## config.mk

```make
export PLATFORM = sky130hd
export DESIGN_NAME = tx_segmenter
export DESIGN_NICKNAME = d
export VERILOG_FILES = /design/src/rtl/tx_segmenter.sv
export SDC_FILE = /design/constraint.sdc
export NUM_CORES = 2
export LEC_CHECK = 0
export CELL_PAD_IN_SITES_DETAIL_PLACEMENT = 1
export CELL_PAD_IN_SITES_GLOBAL_PLACEMENT = 1
export CORE_AREA = 5 5 479 481
export CTS_CLUSTER_SIZE = 10
export DETAILED_ROUTE_END_ITERATION = 12
export DIE_AREA = 0 0 484 486
export MAX_ROUTING_LAYER = met4
export PLACE_DENSITY = 0.59
export SKIP_CTS_REPAIR_TIMING = 1
export SLEW_MARGIN = 15
export SYNTH_ARGS = -nofsm -noshare
export SYNTH_HDL_FRONTEND = slang
export SYNTH_SLANG_ARGS = --single-unit
export TNS_END_PERCENT = 30
```

## constraint.sdc

```tcl
create_clock -name aclk -period 24.4 [get_ports aclk]
set_input_delay 3.66 -clock aclk [delete_from_list [all_inputs] [get_ports aclk]]
set_output_delay 3.66 -clock aclk [all_outputs]
set_load 0.02 [all_outputs]
```

## src/rtl/tx_segmenter.sv

```systemverilog
// tx_segmenter: splits application messages into packets of at most
// PACKET_SIZE beats. Each message keeps one tdest throughout. Reserved and
// empty keep patterns are rewritten. Output goes through a 2-entry skid buffer.
module tx_segmenter #(
   parameter int PACKET_SIZE = 22,
   parameter int DEST_WIDTH  = 16
) (
   input  logic                  aclk,
   input  logic                  areset,
   input  logic [511:0]          s_axis_tdata,
   input  logic [63:0]           s_axis_tkeep,
   input  logic [DEST_WIDTH-1:0] s_axis_tdest,
   input  logic                  s_axis_tvalid,
   input  logic                  s_axis_tlast,
   output logic                  s_axis_tready,
   output logic [511:0]          m_axis_tdata,
   output logic [63:0]           m_axis_tkeep,
   output logic [DEST_WIDTH-1:0] m_axis_tdest,
   output logic                  m_axis_tvalid,
   output logic                  m_axis_tlast,
   input  logic                  m_axis_tready,
   output logic [31:0]           seg_count,
   output logic [15:0]           keep_fix_count,
   output logic                  busy
);

   localparam logic [7:0]  LAST_IDX = 8'(PACKET_SIZE - 1);
   localparam logic [63:0] RSV_KEEP0 = 64'h0000_0000_00FF_FFFF;
   localparam logic [63:0] RSV_KEEP1 = 64'h0000_0000_FFFF_FFFF;

   typedef enum logic {IDLE, IN_MSG} state_t;

   typedef struct packed {
      logic [511:0]          data;
      logic [63:0]           keep;
      logic [DEST_WIDTH-1:0] dest;
      logic                  last;
   } beat_t;

   state_t                state_q, state_d;
   logic [7:0]            bcnt_q, bcnt_d;
   logic [DEST_WIDTH-1:0] dest_q, dest_d;
   logic [1:0]            cnt_q, cnt_d;
   logic                  wr_q, rd_q;
   logic                  s_rdy_q;
   logic [31:0]           seg_q;
   logic [15:0]           fix_q;
   beat_t                 mem_q [2];
   beat_t                 in_beat;
   logic                  s_fire, m_fire, drop, push, fix;

   assign s_fire = s_axis_tvalid & s_rdy_q;
   assign m_fire = m_axis_tvalid & m_axis_tready;
   // An empty non-final beat carries nothing, so it is swallowed here.
   assign drop   = (s_axis_tkeep == '0) & ~s_axis_tlast;
   assign push   = s_fire & ~drop;
   assign fix    = (s_axis_tkeep == RSV_KEEP0) || (s_axis_tkeep == RSV_KEEP1);

   // Ingress: rewrite keep/data, choose tdest, decide tlast, next FSM state.
   always_comb begin
      state_d      = state_q;
      bcnt_d       = bcnt_q;
      dest_d       = dest_q;
      in_beat.data = s_axis_tdata;
      in_beat.keep = s_axis_tkeep;
      in_beat.dest = (state_q == IDLE) ? s_axis_tdest : dest_q;
      in_beat.last = s_axis_tlast | (bcnt_q == LAST_IDX);
      if (fix) begin
         // Reserved control-frame keep: prepend a zero byte so it can't alias.
         in_beat.keep = {s_axis_tkeep[62:0], 1'b1};
         in_beat.data = {s_axis_tdata[503:0], 8'h00};
      end else if (s_axis_tkeep == '0) begin
         in_beat.keep      = 64'h1;
         in_beat.data[7:0] = 8'h00;
      end
      if (s_fire) begin
         if (state_q == IDLE) dest_d = s_axis_tdest;
         state_d = s_axis_tlast ? IDLE : IN_MSG;
      end
      if (push) bcnt_d = in_beat.last ? 8'd0 : bcnt_q + 8'd1;
   end

   // Skid buffer occupancy; ready is registered so it never depends on m_axis_tready.
   always_comb begin
      cnt_d = cnt_q;
      case ({push, m_fire})
         2'b10:   cnt_d = cnt_q + 2'd1;
         2'b01:   cnt_d = cnt_q - 2'd1;
         default: cnt_d = cnt_q;
      endcase
   end

   // Control state, pointers and counters.
   always_ff @(posedge aclk or posedge areset) begin
      if (areset) begin
         state_q <= IDLE;
         bcnt_q  <= '0;
         dest_q  <= '0;
         cnt_q   <= '0;
         wr_q    <= 1'b0;
         rd_q    <= 1'b0;
         s_rdy_q <= 1'b0;
         seg_q   <= '0;
         fix_q   <= '0;
      end else begin
         state_q <= state_d;
         bcnt_q  <= bcnt_d;
         dest_q  <= dest_d;
         cnt_q   <= cnt_d;
         s_rdy_q <= (cnt_d != 2'd2);
         if (push)   wr_q <= ~wr_q;
         if (m_fire) rd_q <= ~rd_q;
         if (m_fire && m_axis_tlast) seg_q <= seg_q + 32'd1;
         if (push && fix && fix_q != 16'hFFFF) fix_q <= fix_q + 16'd1;
      end
   end

   // Buffer storage; validity is tracked by cnt_q, so no reset needed.
   always_ff @(posedge aclk) begin
      if (push) mem_q[wr_q] <= in_beat;
   end

   assign s_axis_tready  = s_rdy_q;
   assign m_axis_tvalid  = (cnt_q != 2'd0);
   assign m_axis_tdata   = mem_q[rd_q].data;
   assign m_axis_tkeep   = mem_q[rd_q].keep;
   assign m_axis_tdest   = mem_q[rd_q].dest;
   assign m_axis_tlast   = mem_q[rd_q].last;
   assign seg_count      = seg_q;
   assign keep_fix_count = fix_q;
   assign busy           = (state_q == IN_MSG) || (cnt_q != 2'd0);

endmodule

```

# After elaboration in Yosys (flattened, before gate mapping)
# Memory sizes are Yosys's and may differ from the RTL's.
# Index checks and enable logic that the tools add are counted.
# totals
reg_bits	78
mem_bits_rw	1186
input_bits	597
out_inout_bits	644
wordCells	47
memories	1
# memory_table
memory	words	width	read_ports	rd_clocked_by_memory_dff	write_ports	line_no	text
mem_q	2	593	1	0	1	48	beat_t mem_q [2];
# classes
add_sub_neg	5
n_eq_ne	7
mux	9
bitwise_logic	9
reduce_logical	7
# ops
op	count
$mux 504	1
$mux 72	2
$eq 64x24->1 const B	1
$eq 64x32->1 const B	1
$logic_not 64->1	1
$add 32x1->32 const B	1
$add 16x1->16 const B	1
$mux 16	1
$ne 16x16->1 const B	1
$add 8x1->8 const B	1
$eq 8x5->1 const B	1
$mux 8	1
$and 1x1->1	4
$not 1->1	4
$pmux 2 s2	1
$logic_and 1x1->1	3
$mux 1	3
$add 2x1->2 const B	1
$eq 2x1->1 const B	1
$eq 2x2->1 const B	1
$logic_or 1x1->1	2
$ne 2x2->1 const B	1
$reduce_bool 2->1	1
$sub 2x1->2 const B	1
$or 1x1->1	1

# Logic depth before layout (Yosys ltp)
# logic_depth
word_depth	7
ltp_mapped	11
ltp_nobuf	9

# Worst setup path before layout
# OpenSTA, ideal clock, no wires.
# synth_timing
kind	input -> register
start	in s_axis_tkeep[49]
end	mem mem_q[0][0] (netlist bit) (enable)
setup_ns	1.563
t_arrival_ns	29.006
required_ns	22.837
path_slack_ns	-6.169
cell_stages	7
path_buffers	2
path_cell_list	nor4_1 nand4_1 or2_2 clkbuf_1 o311ai_0 buf_2 nor2_1
# synth_between
elab_chain_len	6
# synth_rtl
element	line_no	text
start: declaration	11	input logic [63:0] s_axis_tkeep,
$logic_not 64->1	55	assign drop = (s_axis_tkeep == '0) & ~s_axis_tlast;
$and 1x1->1	55	
$not 1->1	56	assign push = s_fire & ~drop;
$and 1x1->1	56	
$mux 1	120	if (push) mem_q[wr_q] <= in_beat;
$mux 1 (implied by the code)	120	
end: declaration	48	
# No other way between the ends.

# Worst setup path after layout
# layout_timing
start	reg rd_q
end	out m_axis_tdata[377]
# layout_between
elab_chain_len	1
# layout_rtl
element	line_no	text
start: declaration	44	logic wr_q, rd_q;
start signal: assignment	112	if (m_fire) rd_q <= ~rd_q;
$mem_v2 2x593	-	
end: declaration	16	output logic [511:0] m_axis_tdata,
# No other way between the ends.

==> results.md <==
Global routing:
- The met2 global-route usage is 30.6%.
- Global routing used 19.1% of the available tracks across all layers.
- The first global-routing pass estimated 309000 um of wire.
- The highest-utilization routing layer at the global route stage is met2.
- The via count of the first global-routing pass was 38.4k.
- Entering global routing, the biggest net connects 172 pins.
- The total grt overflow is 0.
- Global routing used 23.1% of the available met1 tracks.
- Global routing used 7.18% of the available met3 tracks.
- The number of antenna violations at the first check in global routing was 109.

Detailed routing:
- The final routed DRC violation total is 0.
- Once detail routing completed, the nets flagged for antenna violations numbered 0.
- Dividing the detail-routed wire length by the instance count gives 27.5 um.
- The total wire length after detailed routing is 227000 um.
- The number of vias after detailed routing is 36.5k.
- The iteration-0 DRC count of the detailed router is 2757.
- The iteration count of the initial detailed-routing pass is 5.
- Using the TritonRoute via totals, the vias-per-cell ratio works out to 4.42.

Critical path:
- The critical path goes through buf_4 -> buf_4 -> buf_4 -> buf_4 -> mux2_2 -> clkdlybuf4s50_1.
- The end point of the critical path is m_axis_tdata[377].
- STA puts the critical path data required time at 20740 ps.
- The delay of the slowest cell on the worst path is 890 ps.
- The path type of the worst setup path is reg2out.
- In this run the worst setup path begins at rd_q.
- The endpoint type of the worst setup path is a primary output.
- The critical path contains buffers and inverters numbering 5 combined.
- The depth of the worst register-to-register path is 6.
- The endpoint of the lowest-slack register-to-register path is mem_q[0][449].
- The most frequent cell on the critical path is sky130_fd_sc_hd__buf_4.
- The launching point of the worst reg2reg path is s_axis_tready.
- The nature of the critical path startpoint is a flop.
- The largest driver fanout on the critical path is 70.
- The arrival time of the worst setup path is 5880 ps.
- The library cell contributing the largest single delay on the critical path is sky130_fd_sc_hd__dfrtp_4.
- The total stage count of the critical path is 6.
- The register-to-register setup slack is 19750 ps.
- Among cell families on the critical path, the largest total delay comes from buffers and inverters.

Die:
- The initial utilization of the core area, before any placement, comes to 23.7%.
- For this design the top-level I/O count stands at 1241.
- The overall die width is 484 um.
- The floorplan step defined a die boundary enclosing 235000 um^2.
- The total area inside the core boundary comes to 224000 um^2.
- The site row count is 174.
- The die boundary height is 486 um.

Clock tree:
- The clock buffer count from CTS is 154.
- The clock tree synthesis step divided the H-tree into 4 levels.
- The clock latency at the later pin of the worst-skew pair is 810 ps.
- The maximum buffer depth of the clock tree is 3.
- The clock-pin transition on the worst setup and hold timing paths is 60 ps.
- The root buffer cell chosen for the clock tree is sky130_fd_sc_hd__clkbuf_16.
- Clock tree synthesis found a total of 1264 sinks.
- TritonCTS built the clock tree.

Min path:
- The classification of the worst-slack hold path is reg2reg.
- Counting instances, the worst hold path has a depth of 1.
- The startpoint identified for the worst hold timing path is seg_count[31].

Final layout:
- The area growth from synthesis to layout is 38.2%.
- In the layout the commonest cells are 1541 x sky130_fd_sc_hd__nand2_1, 1240 x sky130_fd_sc_hd__clkdlybuf4s50_1, 1186 x sky130_fd_sc_hd__edfxtp_1, 627 x sky130_fd_sc_hd__mux2_2, 157 x sky130_fd_sc_hd__clkbuf_16.
- The number of nets in the layout is 5709.
- The library cell used most frequently in the layout, excluding fill and tap cells, is sky130_fd_sc_hd__nand2_1.
- Once layout is complete, the cells apart from fillers number 8251.
- Cells fill 32.7% of the core in the end.
- The share of final-layout standard cells stronger than drive strength 1 is 16.8%.

Placement:
- The post-place setup slack is 15440 ps.
- The post-placement cell count is 7943.
- The wire-length estimate of the detail-placed layout is 172000 um.
- Input and output buffers added on the ports amount to 1240.
- Routability-driven placement finished with a final weighted congestion of 0.875.

Timing:
- The share of the clock period used by the worst path is 39.1%.
- Clock skew on the completed layout was measured at 28.4 ps.
- The transition at the pin with the smallest max-transition slack is 1220 ps.
- Setup repair after global routing left no endpoint under its margin.
- After layout, the worst setup slack is 14860 ps.
- The post-route minimum period is 9540 ps.
- The setup-violating endpoint count in the final report is 0.
- The relative max-transition margin is 19.0%.
- The number of max-slew violations in the final report was 0.
- The final number of hold-violating endpoints is 0.
- The maximum clock frequency is 0.105 GHz.

Synthesis:
- Dividing the synthesized area by the synthesized cell count gives 13.5 um^2.
- Yosys mapped a number of flops with a built-in enable equal to 1186.
- After synthesis the netlist holds a flip-flop and latch count of 1264.
- Of the synthesized area, sequential elements account for 70.8%.
- The cell area after technology mapping is 53100 um^2.
- In the synthesized netlist the dominant register cell turns out to be sky130_fd_sc_hd__edfxtp_1.
- Summing the areas of all xor and xnor instances in the mapped netlist gives 0.825% of the synthesized area.
- Counting flops with an async set or reset pin after synthesis yields a share of 6.17%.
- The number of nets handed over by synthesis was 4521.
- Multiplexer cells account for 13.3% of the synthesized area.
- The basic-gate share of the synthesized area counting and, or, nand and nor cells is 12.6%.
- The synthesized instance count is 3919.
- The distinct cell type count of the synthesized netlist is 40.
- The share of the synthesized area in compound gates (AO/OA/AOI/OAI) is 0.278%.
- The number of synthesis warnings is 0.
- The main combinational cell family by area after synthesis is multiplexers.
- The synthesized-area fraction occupied by adder cells is 0.118%.

Pwr:
- The leakage power figure is 26.5 nW.
- The power density normalized to cell area is 113 nW/um^2.
- Across the VDD grid, the largest voltage drop is 0.0779 mV.

Outcome:
- The run finished with clean final reports.

Flow run:
- Max-cap violations in this run came to 0.
-- state kept, by name (all words and copies together), names as in the netlist, 2 cells and up --
register / flops
dest_q: 16
mem_q: 1186
seg_count: 32
cnt_q: 2
bcnt_q: 8
keep_fix_count: 16
-- cells in the mapped netlist, types with 2 or more instances --
master	count	area, um^2
sky130_fd_sc_hd__or3_1	3	18.8
sky130_fd_sc_hd__or2_2	5	31.3
sky130_fd_sc_hd__o31ai_1	5	37.5
sky130_fd_sc_hd__nand2_1	1541	5780
sky130_fd_sc_hd__nor2_1	19	71.3
sky130_fd_sc_hd__or4_1	2	15.0
sky130_fd_sc_hd__clkbuf_1	158	593
sky130_fd_sc_hd__mux2_2	627	7060
sky130_fd_sc_hd__nand4_1	26	163
sky130_fd_sc_hd__nor3_1	14	70.1
sky130_fd_sc_hd__nand2b_1	4	25.0
sky130_fd_sc_hd__and3_1	10	62.6
sky130_fd_sc_hd__and2_1	3	18.8
sky130_fd_sc_hd__nor4_2	4	50.1
sky130_fd_sc_hd__nor4b_2	2	30.0
sky130_fd_sc_hd__nand4b_1	2	17.5
sky130_fd_sc_hd__buf_2	90	450
sky130_fd_sc_hd__ha_1	5	62.6
sky130_fd_sc_hd__xor2_1	21	184
sky130_fd_sc_hd__dfrtp_1	78	1950
sky130_fd_sc_hd__nand3_1	21	105
sky130_fd_sc_hd__buf_1	3	11.3
sky130_fd_sc_hd__xnor2_1	29	254
sky130_fd_sc_hd__o21ai_0	9	45.0
sky130_fd_sc_hd__inv_1	7	26.3
sky130_fd_sc_hd__buf_6	2	22.5
sky130_fd_sc_hd__edfxtp_1	1186	35600
sky130_fd_sc_hd__nor4_1	17	106
sky130_fd_sc_hd__and4_1	4	35.0
sky130_fd_sc_hd__a21oi_1	3	15.0
sky130_fd_sc_hd__nor2b_1	10	62.6
-- cells by family after synthesis --
group	Yosys count
AOI/OAI and AO/OA	23
xor gates and xnor gates	50
adders and majority gates	5
buffers and inverters	260
DFF	1264
muxes	627
and+or+nand+nor	1690
-- layer usage --
metal / vias up / wire length, um
met3: 220 / 22900
met4: 0 / 4000
met1: 18600 / 93000
met5: - / 0
li1: 16200 / -
met2: 1436 / 107000
-- report_power, final --
group	internal [mW]	switching, mW	total [mW]
registers	2.90	0.128	3.03
logic	1.32	1.77	3.09
clock network	1.22	0.916	2.13
-- area by class of cell --
class	instances	area (um^2)
fill	24100	151000
timing repair buffer	1285	12800
sequential	1264	37600
tap	2992	3740
antenna	61	153
inverter	7	27.5
multi-input combinational	2395	14400
clock inverter	34	389
clock buffer	213	4160
-- worst register-to-register path: stages, from the launching register on --
cell and delay [ps]:
sky130_fd_sc_hd__dfrtp_1 540, sky130_fd_sc_hd__o311ai_2 170, sky130_fd_sc_hd__buf_4 230, sky130_fd_sc_hd__nor2_4 770, sky130_fd_sc_hd__buf_4 650, sky130_fd_sc_hd__buf_12 610, sky130_fd_sc_hd__buf_4 1180
-- stage by stage --
stage                     cell area, um^2  total power, mW  hold WS, ps  TNS (ps)
final                               73300             8.25          477         0
after global routing                73300             8.58          513         0
after CTS                           73200             8.38          484         0
after detailed placement            68600             6.21          472         0
after global placement              68600             6.19          468         0
after floorplan                     53100             5.05          442  -7316980
-- how the worst min path moves through the flow --
stage                         end  slack [ps]
floorplan               bcnt_q[7]         440
global placement    seg_count[31]         470
detailed placement  seg_count[31]         470
CTS                 seg_count[31]         480
global route        seg_count[31]         510
finish              seg_count[31]         480
Note: power is estimated with default switching activity, not from simulation.
